## config.mk

```make
export PLATFORM = sky130hd
export DESIGN_NAME = apb_mem_slave_flat
export DESIGN_NICKNAME = d
export VERILOG_FILES = /design/src/rtl/apb_mem_slave_if.sv /design/src/rtl/apb_mem_slave.sv /design/src/flat_wrapper.sv
export SDC_FILE = /design/constraint.sdc
export NUM_CORES = 1
export LEC_CHECK = 0
export CAP_MARGIN = 5
export CORE_MARGIN = 3
export CORE_UTILIZATION = 35
export CTS_BUF_LIST = sky130_fd_sc_hd__clkbuf_2
export CTS_CLUSTER_DIAMETER = 100
export CTS_CLUSTER_SIZE = 8
export DETAILED_ROUTE_END_ITERATION = 7
export PLACE_DENSITY_LB_ADDON = 0.12
export SLEW_MARGIN = 20
export SYNTH_ARGS = -nofsm -noshare
export SYNTH_HDL_FRONTEND = slang
export SYNTH_SLANG_ARGS = --single-unit
```

## constraint.sdc

```tcl
create_clock -name clk -period 5.55 [get_ports clk]
set_input_delay 1.11 -clock clk [delete_from_list [all_inputs] [get_ports clk]]
set_output_delay 1.11 -clock clk [all_outputs]
set_load 0.05 [all_outputs]
```

## src/rtl/apb_mem_slave_if.sv

```systemverilog
// APB bus bundle between a master/decoder and one memory slave.
//   PSEL/PENABLE/PWRITE/PADDR/PWDATA : master -> slave request
//   PRDATA/PREADY/PSLVERR            : slave -> master response
interface apb_mem_slave_if #(
  parameter int unsigned ADDR_W = 8,
  parameter int unsigned DATA_W = 8
);
  logic              PSEL;
  logic              PENABLE;
  logic              PWRITE;
  logic [ADDR_W-1:0] PADDR;
  logic [DATA_W-1:0] PWDATA;
  logic [DATA_W-1:0] PRDATA;
  logic              PREADY;
  logic              PSLVERR;

  modport master (
    output PSEL, PENABLE, PWRITE, PADDR, PWDATA,
    input  PRDATA, PREADY, PSLVERR
  );

  modport slave (
    input  PSEL, PENABLE, PWRITE, PADDR, PWDATA,
    output PRDATA, PREADY, PSLVERR
  );
endinterface

```

## src/rtl/apb_mem_slave.sv

```systemverilog
// Parametrised APB register-file slave with programmable wait states and
// PSLVERR on out-of-range word addresses.
//   clk   : system clock, rising edge
//   reset : asynchronous active-low reset, clears state and memory
//   apb   : APB slave modport (request in, PRDATA/PREADY/PSLVERR out)
module apb_mem_slave #(
  parameter int unsigned DATA_W      = 8,
  parameter int unsigned ADDR_W      = 8,
  parameter int unsigned DEPTH       = 8,
  parameter int unsigned WAIT_STATES = 0
) (
  input  logic                  clk,
  input  logic                  reset,
  apb_mem_slave_if.slave        apb
);

  localparam int unsigned IDX_W = (DEPTH > 1) ? $clog2(DEPTH) : 1;
  localparam int unsigned CNT_W = 4;

  typedef enum logic {
    S_IDLE   = 1'b0,
    S_ACCESS = 1'b1
  } state_t;

  state_t            r_state;
  logic [CNT_W-1:0]  r_cnt;
  logic [IDX_W-1:0]  r_idx;
  logic              r_write;
  logic [DATA_W-1:0] r_wdata;
  logic              r_err;
  logic [DATA_W-1:0] r_prdata;
  logic [DATA_W-1:0] r_mem [DEPTH];

  logic              w_setup;
  logic              w_setup_err;
  logic [IDX_W-1:0]  w_setup_idx;
  logic              w_pready;

  // A setup phase is recognised in either state; in ACCESS it restarts the transfer.
  assign w_setup     = apb.PSEL && !apb.PENABLE;
  assign w_setup_err = (32'(apb.PADDR) >= 32'(DEPTH));
  assign w_setup_idx = apb.PADDR[IDX_W-1:0];

  // Completion decoded from registered state plus the live handshake qualifiers.
  assign w_pready = (r_state == S_ACCESS) && (r_cnt == CNT_W'(WAIT_STATES))
                    && apb.PSEL && apb.PENABLE;

  assign apb.PREADY  = w_pready;
  assign apb.PSLVERR = w_pready && r_err;
  assign apb.PRDATA  = r_prdata;

  // Transfer FSM, wait counter, capture registers and storage.
  always_ff @(posedge clk or negedge reset) begin
    if (!reset) begin
      r_state  <= S_IDLE;
      r_cnt    <= '0;
      r_idx    <= '0;
      r_write  <= 1'b0;
      r_wdata  <= '0;
      r_err    <= 1'b0;
      r_prdata <= '0;
      for (int i = 0; i < int'(DEPTH); i++) begin
        r_mem[i] <= '0;
      end
    end else if (w_setup) begin
      r_state <= S_ACCESS;
      r_cnt   <= '0;
      r_idx   <= w_setup_idx;
      r_write <= apb.PWRITE;
      r_wdata <= apb.PWDATA;
      r_err   <= w_setup_err;
      // Reads sample memory at setup; PRDATA otherwise holds.
      if (!apb.PWRITE) begin
        r_prdata <= w_setup_err ? '0 : r_mem[w_setup_idx];
      end
    end else if (r_state == S_ACCESS) begin
      if (!apb.PSEL) begin
        r_state <= S_IDLE;
      end else if (w_pready) begin
        if (r_write && !r_err) begin
          r_mem[r_idx] <= r_wdata;
        end
        r_state <= S_IDLE;
      end else if (r_cnt != CNT_W'(WAIT_STATES)) begin
        r_cnt <= r_cnt + CNT_W'(1);
      end
    end
  end

endmodule

```

## src/flat_wrapper.sv

```systemverilog
// flat-port wrapper written by rule: the top's interface ports become plain ports
module apb_mem_slave_flat 
#(
  parameter int unsigned DATA_W      = 8,
  parameter int unsigned ADDR_W      = 8,
  parameter int unsigned DEPTH       = 8,
  parameter int unsigned WAIT_STATES = 0
)
  (clk, reset, apb_PSEL, apb_PENABLE, apb_PWRITE, apb_PADDR, apb_PWDATA, apb_PRDATA, apb_PREADY, apb_PSLVERR);
  apb_mem_slave_if #(.ADDR_W(ADDR_W), .DATA_W(DATA_W)) apb_i ();
  input  logic clk;
  input  logic reset;
  input wire logic [$bits(apb_i.PSEL)-1:0] apb_PSEL;
  input wire logic [$bits(apb_i.PENABLE)-1:0] apb_PENABLE;
  input wire logic [$bits(apb_i.PWRITE)-1:0] apb_PWRITE;
  input wire logic [$bits(apb_i.PADDR)-1:0] apb_PADDR;
  input wire logic [$bits(apb_i.PWDATA)-1:0] apb_PWDATA;
  output wire logic [$bits(apb_i.PRDATA)-1:0] apb_PRDATA;
  output wire logic [$bits(apb_i.PREADY)-1:0] apb_PREADY;
  output wire logic [$bits(apb_i.PSLVERR)-1:0] apb_PSLVERR;
  assign apb_i.PSEL = apb_PSEL;
  assign apb_i.PENABLE = apb_PENABLE;
  assign apb_i.PWRITE = apb_PWRITE;
  assign apb_i.PADDR = apb_PADDR;
  assign apb_i.PWDATA = apb_PWDATA;
  assign apb_PRDATA = apb_i.PRDATA;
  assign apb_PREADY = apb_i.PREADY;
  assign apb_PSLVERR = apb_i.PSLVERR;
  apb_mem_slave #(.DATA_W(DATA_W), .ADDR_W(ADDR_W), .DEPTH(DEPTH), .WAIT_STATES(WAIT_STATES)) u_core (.clk(clk), .reset(reset), .apb(apb_i));
endmodule
```

* Word-level counts from Yosys, hierarchy flattened
Cells that the tools add are included.
** Word-level totals
- Flip-flop bits (word level) :: 90
- Bits in latches :: 0
- Memory bits (writable) :: 0
- ROM bits :: 0
- Memories :: 0
** Operators by class
- $add $sub $neg :: 1
- Multipliers :: 0
- Div/mod/pow operators :: 0
- $lt $le $gt $ge :: 4
- Equal/unequal tests :: 1
- Shift operators :: 0
- Mux-type cells :: 16
- Bitwise operators :: 4
- Reductions and logical operators :: 17
** Operators by type and width (count)
- $bwmux W64 :: 1
- $mux W8 :: 4
- $bmux W8 S3 :: 1
- $demux W8 S3 :: 1
- $mux W4 :: 5
- $ge A4 B4 Y1 const B :: 2
- $ge A8 B4 Y1 const B :: 1
- $not A3 Y4 :: 2
- $logic_and A1 B1 Y1 :: 7
- $reduce_bool A2 Y1 :: 3
- $reduce_and A5 Y1 :: 1
- $add A4 B1 Y4 const B :: 1
- $logic_not A4 Y1 :: 1
- $lt A4 B1 Y1 const B :: 1
- $mux W1 :: 4
- $reduce_and A4 Y1 :: 1
- $reduce_bool A4 Y1 :: 1
- $logic_not A1 Y1 :: 2
- $ne A2 B1 Y1 const B :: 1
- $not A1 Y1 :: 2
- $reduce_and A2 Y1 :: 1

* Logic depth before layout (Yosys ltp)
- Depth after elaboration :: 8
- Depth in mapped cells :: 6
- Gate-level depth less buffers :: 5

* Worst setup path before layout
OpenSTA, ideal clock, no wires.
- Path kind :: input-to-output
- From :: input port apb_PENABLE
- To :: output port apb_PREADY
- Arrival :: 2.145 ns
- Setup slack :: 2.295 ns
- Stages on the path :: 2
- Path through :: nand3_1 nor2_1
** Between the ends
- Word-level cells in the longest chain between the ends :: 1
** RTL lines
- start: declaration :: RTL line flat_wrapper.sv:14 : input wire logic [$bits(apb_i.PENABLE)-1:0] apb_PENABLE;
- $logic_and A1 B1 Y1 :: RTL line apb_mem_slave.sv:46 : && apb.PSEL && apb.PENABLE;
- end: declaration :: RTL line flat_wrapper.sv:19 : output wire logic [$bits(apb_i.PREADY)-1:0] apb_PREADY;
Every way passes these cells.

* Worst setup path after layout
- From :: input port apb_PSEL
- To :: output port apb_PREADY
** Between the ends
- Word-level cells in the longest chain between the ends :: 2
** RTL lines
- start: declaration :: RTL line flat_wrapper.sv:13 : input wire logic [$bits(apb_i.PSEL)-1:0] apb_PSEL;
- $logic_and A1 B1 Y1 (2 in series) :: RTL line apb_mem_slave.sv:46
Every way passes these cells.

==> results.sh <==
export IMPL_antenna_cells_inserted=0
export IMPL_yosysWarningCount=0
export IMPL_synth_nets=287
export IMPL_comb_power_share=0.067
export IMPL_crit_required_ns=4.44
export IMPL_die_w_microns=113.4
export IMPL_post_synth_num_cell_types=27
export IMPL_crit_path_max_fanout=6
export IMPL_first_iter_violations=104
export IMPL_max_slew_worst_pin_slew_ns=1.008
export IMPL_clk_insertion_delay_late_ns=0.53
export IMPL_synthToLayoutAreaGrowth_pct=14.35
export IMPL_finish_net_count=319
export IMPL_postSynthCellCount=264
export IMPL_layout_commonest_cell="sky130_fd_sc_hd__dfrtp_1"
export IMPL_worstRegToRegCells=5
export IMPL_tritoncts="done"
export IMPL_report_final_slew_viol_count=0
export IMPL_start_util=0.3659
export IMPL_final_hold_viol_count=0
export IMPL_sw_frac_of_total=0.2485
export IMPL_power_frac_clock=0.322
export IMPL_die_height_microns=113.4
export IMPL_synth_seq_area_share=0.5580
export IMPL_io_pins=31
export IMPL_final_min_clock_period_ns=4.146
export IMPL_syn_avg_cell_area_sq_um=15.29
export IMPL_post_cts_hold_buffer_count=0
export IMPL_endpoint_kind="primary output"
export IMPL_drv_cap=0
export IMPL_internal_power_w=0.0008684
export IMPL_finalWeightedCongestion=0.7069
export IMPL_setup_viol=0
export IMPL_grt_antenna_before_repair=0
export IMPL_multi_input_comb_area_sq_um=1715
export IMPL_coreArea_sq_um=11030
export IMPL_ys_seq_elements=90
export IMPL_total_power_w=0.001156
export IMPL_detail_route_vias_per_cell=5.245
export IMPL_clock_sinks=90
export IMPL_grt_setup_unrepaired="no"
export IMPL_wl_per_cell_microns=19.74
export IMPL_worstPathArrival_ns=3.04
export IMPL_dieArea_sq_um=12860
export IMPL_powerDensity_nw_per_um2=250.4
export IMPL_post_route_cells_drive_above_1_share=0.3920
export IMPL_mostFrequentLayoutCells="sky130_fd_sc_hd__dfrtp_1 (90), sky130_fd_sc_hd__mux2_2 (76), sky130_fd_sc_hd__clkdlybuf4s50_1 (29), sky130_fd_sc_hd__mux4_2 (16), sky130_fd_sc_hd__clkbuf_2 (11)"
export IMPL_class_of_the_tightest_hold_or_removal_check="primary input to asynchronous set/reset pin"
export IMPL_place_hpwl_microns=5455
export IMPL_portBuffers=30
export IMPL_detail_route_first_pass_iterations=4
export IMPL_remaining_drc_errors=0
export IMPL_startpoint_type="primary input"
export IMPL_final_clock_skew_ns=0.03496
export IMPL_dr_total_vias=2313
export IMPL_num_fill_cells=1049
export IMPL_static_leakage_power_nw=2.099
export IMPL_cts_resized=0
export IMPL_ir_worst_vdd_mv=0.1482
export IMPL_grtUsageTotal=0.1474
export IMPL_tns_ns=0
export IMPL_row_count=38
export IMPL_vias_in_the_first_global_route=2560
export IMPL_fin_util=0.4184
export IMPL_post_synth_instance_area_sq_um=4036
export IMPL_clk_pin_slew_worst_paths_ns=0.24
export IMPL_r2r_end="u_core.r_mem[23]"
export IMPL_regToRegSetupSlack_ns=2.97
export IMPL_grt_pass1_wl_microns=14250
export IMPL_drt_total_wl_microns=8705
export IMPL_clock_tree_root_buffer_cell="sky130_fd_sc_hd__clkbuf_2"
export IMPL_cts_setup_buffers=0
export IMPL_max_clock_path_buffers=2
export IMPL_ctsHtreeMaxLevel=3
export IMPL_overflow=0
export IMPL_status="completed"
export IMPL_seqPwrFrac=0.611
export IMPL_netSwitchingPower_w=0.0002872
export IMPL_regArea_sq_um=2252
export IMPL_drt_antenna_violating_nets=0
export IMPL_r2r_start="u_core.r_cnt[1]"
export IMPL_slew_headroom=0.3256
export IMPL_maximum_number_of_pins_on_one_net_before_global_route_repair=50
export IMPL_cts_inserted_buffers=9
export IMPL_post_route_period_util=0.7471
export IMPL_worst_path_class_setup="primary input to primary output"
export IMPL_max_clock_freq_mhz=241.2
[cells by family after synthesis]
group / share of synthesized area
AOI/OAI and AO/OA: 0.02294
muxes: 0.3211
and+or+nand+nor: 0.07409
adders and majority gates: 0.006199
buffers and inverters: 0.01767
DFF: 0.5580
[worst max path at each step]
stage,startpoint,endpoint,slack (ns),cells past startpoint
floorplan,apb_PENABLE,apb_PREADY,2.30,2
global placement,apb_PENABLE,apb_PREADY,1.41,4
detailed placement,apb_PSEL,apb_PREADY,1.41,4
CTS,apb_PSEL,apb_PREADY,1.39,4
global route,apb_PSEL,apb_PREADY,1.29,4
finish,apb_PSEL,apb_PREADY,1.40,4
[registers in the layout, summed over array words and instances, names as in the netlist]
signal and cells:
u_core.r_idx 3, u_core.r_wdata 8, u_core.apb.PRDATA 8, u_core.r_cnt 4
u_core.r_err 1, u_core.r_mem 64, u_core.r_write 1, u_core.r_state 1
[cells in the mapped netlist]
cell type | count | area [sq um]
sky130_fd_sc_hd__o21bai_1 | 1 | 7.510
sky130_fd_sc_hd__or3b_1 | 2 | 17.52
sky130_fd_sc_hd__nor4b_4 | 4 | 95.09
sky130_fd_sc_hd__nor2b_1 | 1 | 6.260
sky130_fd_sc_hd__buf_2 | 3 | 15.01
sky130_fd_sc_hd__inv_1 | 3 | 11.26
sky130_fd_sc_hd__mux4_2 | 16 | 360.4
sky130_fd_sc_hd__dfrtp_1 | 90 | 2252
sky130_fd_sc_hd__ha_1 | 2 | 25.02
sky130_fd_sc_hd__mux2i_1 | 8 | 80.08
sky130_fd_sc_hd__o21ai_1 | 2 | 10.01
sky130_fd_sc_hd__and3_1 | 2 | 12.51
sky130_fd_sc_hd__nand3_1 | 2 | 10.01
sky130_fd_sc_hd__nor4bb_1 | 2 | 20.02
sky130_fd_sc_hd__o21ai_0 | 10 | 50.05
sky130_fd_sc_hd__clkbuf_1 | 9 | 33.78
sky130_fd_sc_hd__nand4_1 | 5 | 31.28
sky130_fd_sc_hd__nor2_1 | 3 | 11.26
sky130_fd_sc_hd__buf_6 | 1 | 11.26
sky130_fd_sc_hd__mux2_2 | 76 | 855.8
sky130_fd_sc_hd__nor4b_1 | 1 | 8.760
sky130_fd_sc_hd__a21oi_1 | 5 | 25.02
sky130_fd_sc_hd__and4b_1 | 1 | 10.01
sky130_fd_sc_hd__or3_1 | 2 | 12.51
sky130_fd_sc_hd__or4_1 | 3 | 22.52
sky130_fd_sc_hd__nor3b_1 | 1 | 7.510
sky130_fd_sc_hd__nand2_1 | 9 | 33.78
[power groups by stage]
stage / clock [W] / sequential (W) / combinational [W]
final: 0.000372 / 0.000706 / 0.0000774
after global routing: 0.000417 / 0.000713 / 0.0000853
after CTS: 0.000390 / 0.000707 / 0.0000804
after detailed placement: 0 / 0.000718 / 0.0000803
after global placement: 0 / 0.000718 / 0.0000791
after floorplan: 0 / 0.000704 / 0.0000461
[cell type report]
type,count,area share
clock buffer,11,0.01193
tap,140,0.03795
multi-input combinational,158,0.3716
sequential,90,0.4879
clock inverter,5,0.01708
inverter,3,0.002440
timing repair buffer,34,0.07102
[stage by stage]
stage	setup slack (ns)	cells	area [sq um]	hold WS (ns)
after floorplan	2.295	264	4036	0.4739
after global placement	1.415	425	4482	0.4688
after detailed placement	1.406	425	4482	0.4780
final	1.404	441	4616	0.5164
after global routing	1.293	441	4616	0.4846
after CTS	1.392	441	4616	0.4968
[critical path, cell delays in order]
cell and delay, ns:
sky130_fd_sc_hd__clkdlybuf4s50_1 0.55, sky130_fd_sc_hd__nand3_1 0.34, sky130_fd_sc_hd__nor2_1 0.20, sky130_fd_sc_hd__clkdlybuf4s50_1 0.83
[layer usage]
metal	vias up	track usage	share of wire
met1	1216	0.1905	0.46
met5	-	0	0
li1	1050	-	-
met4	0	0.03606	0.013
met2	37	0.2476	0.50
met3	10	0.04032	0.032
No activity file was read; power rests on OpenSTA's default activity.
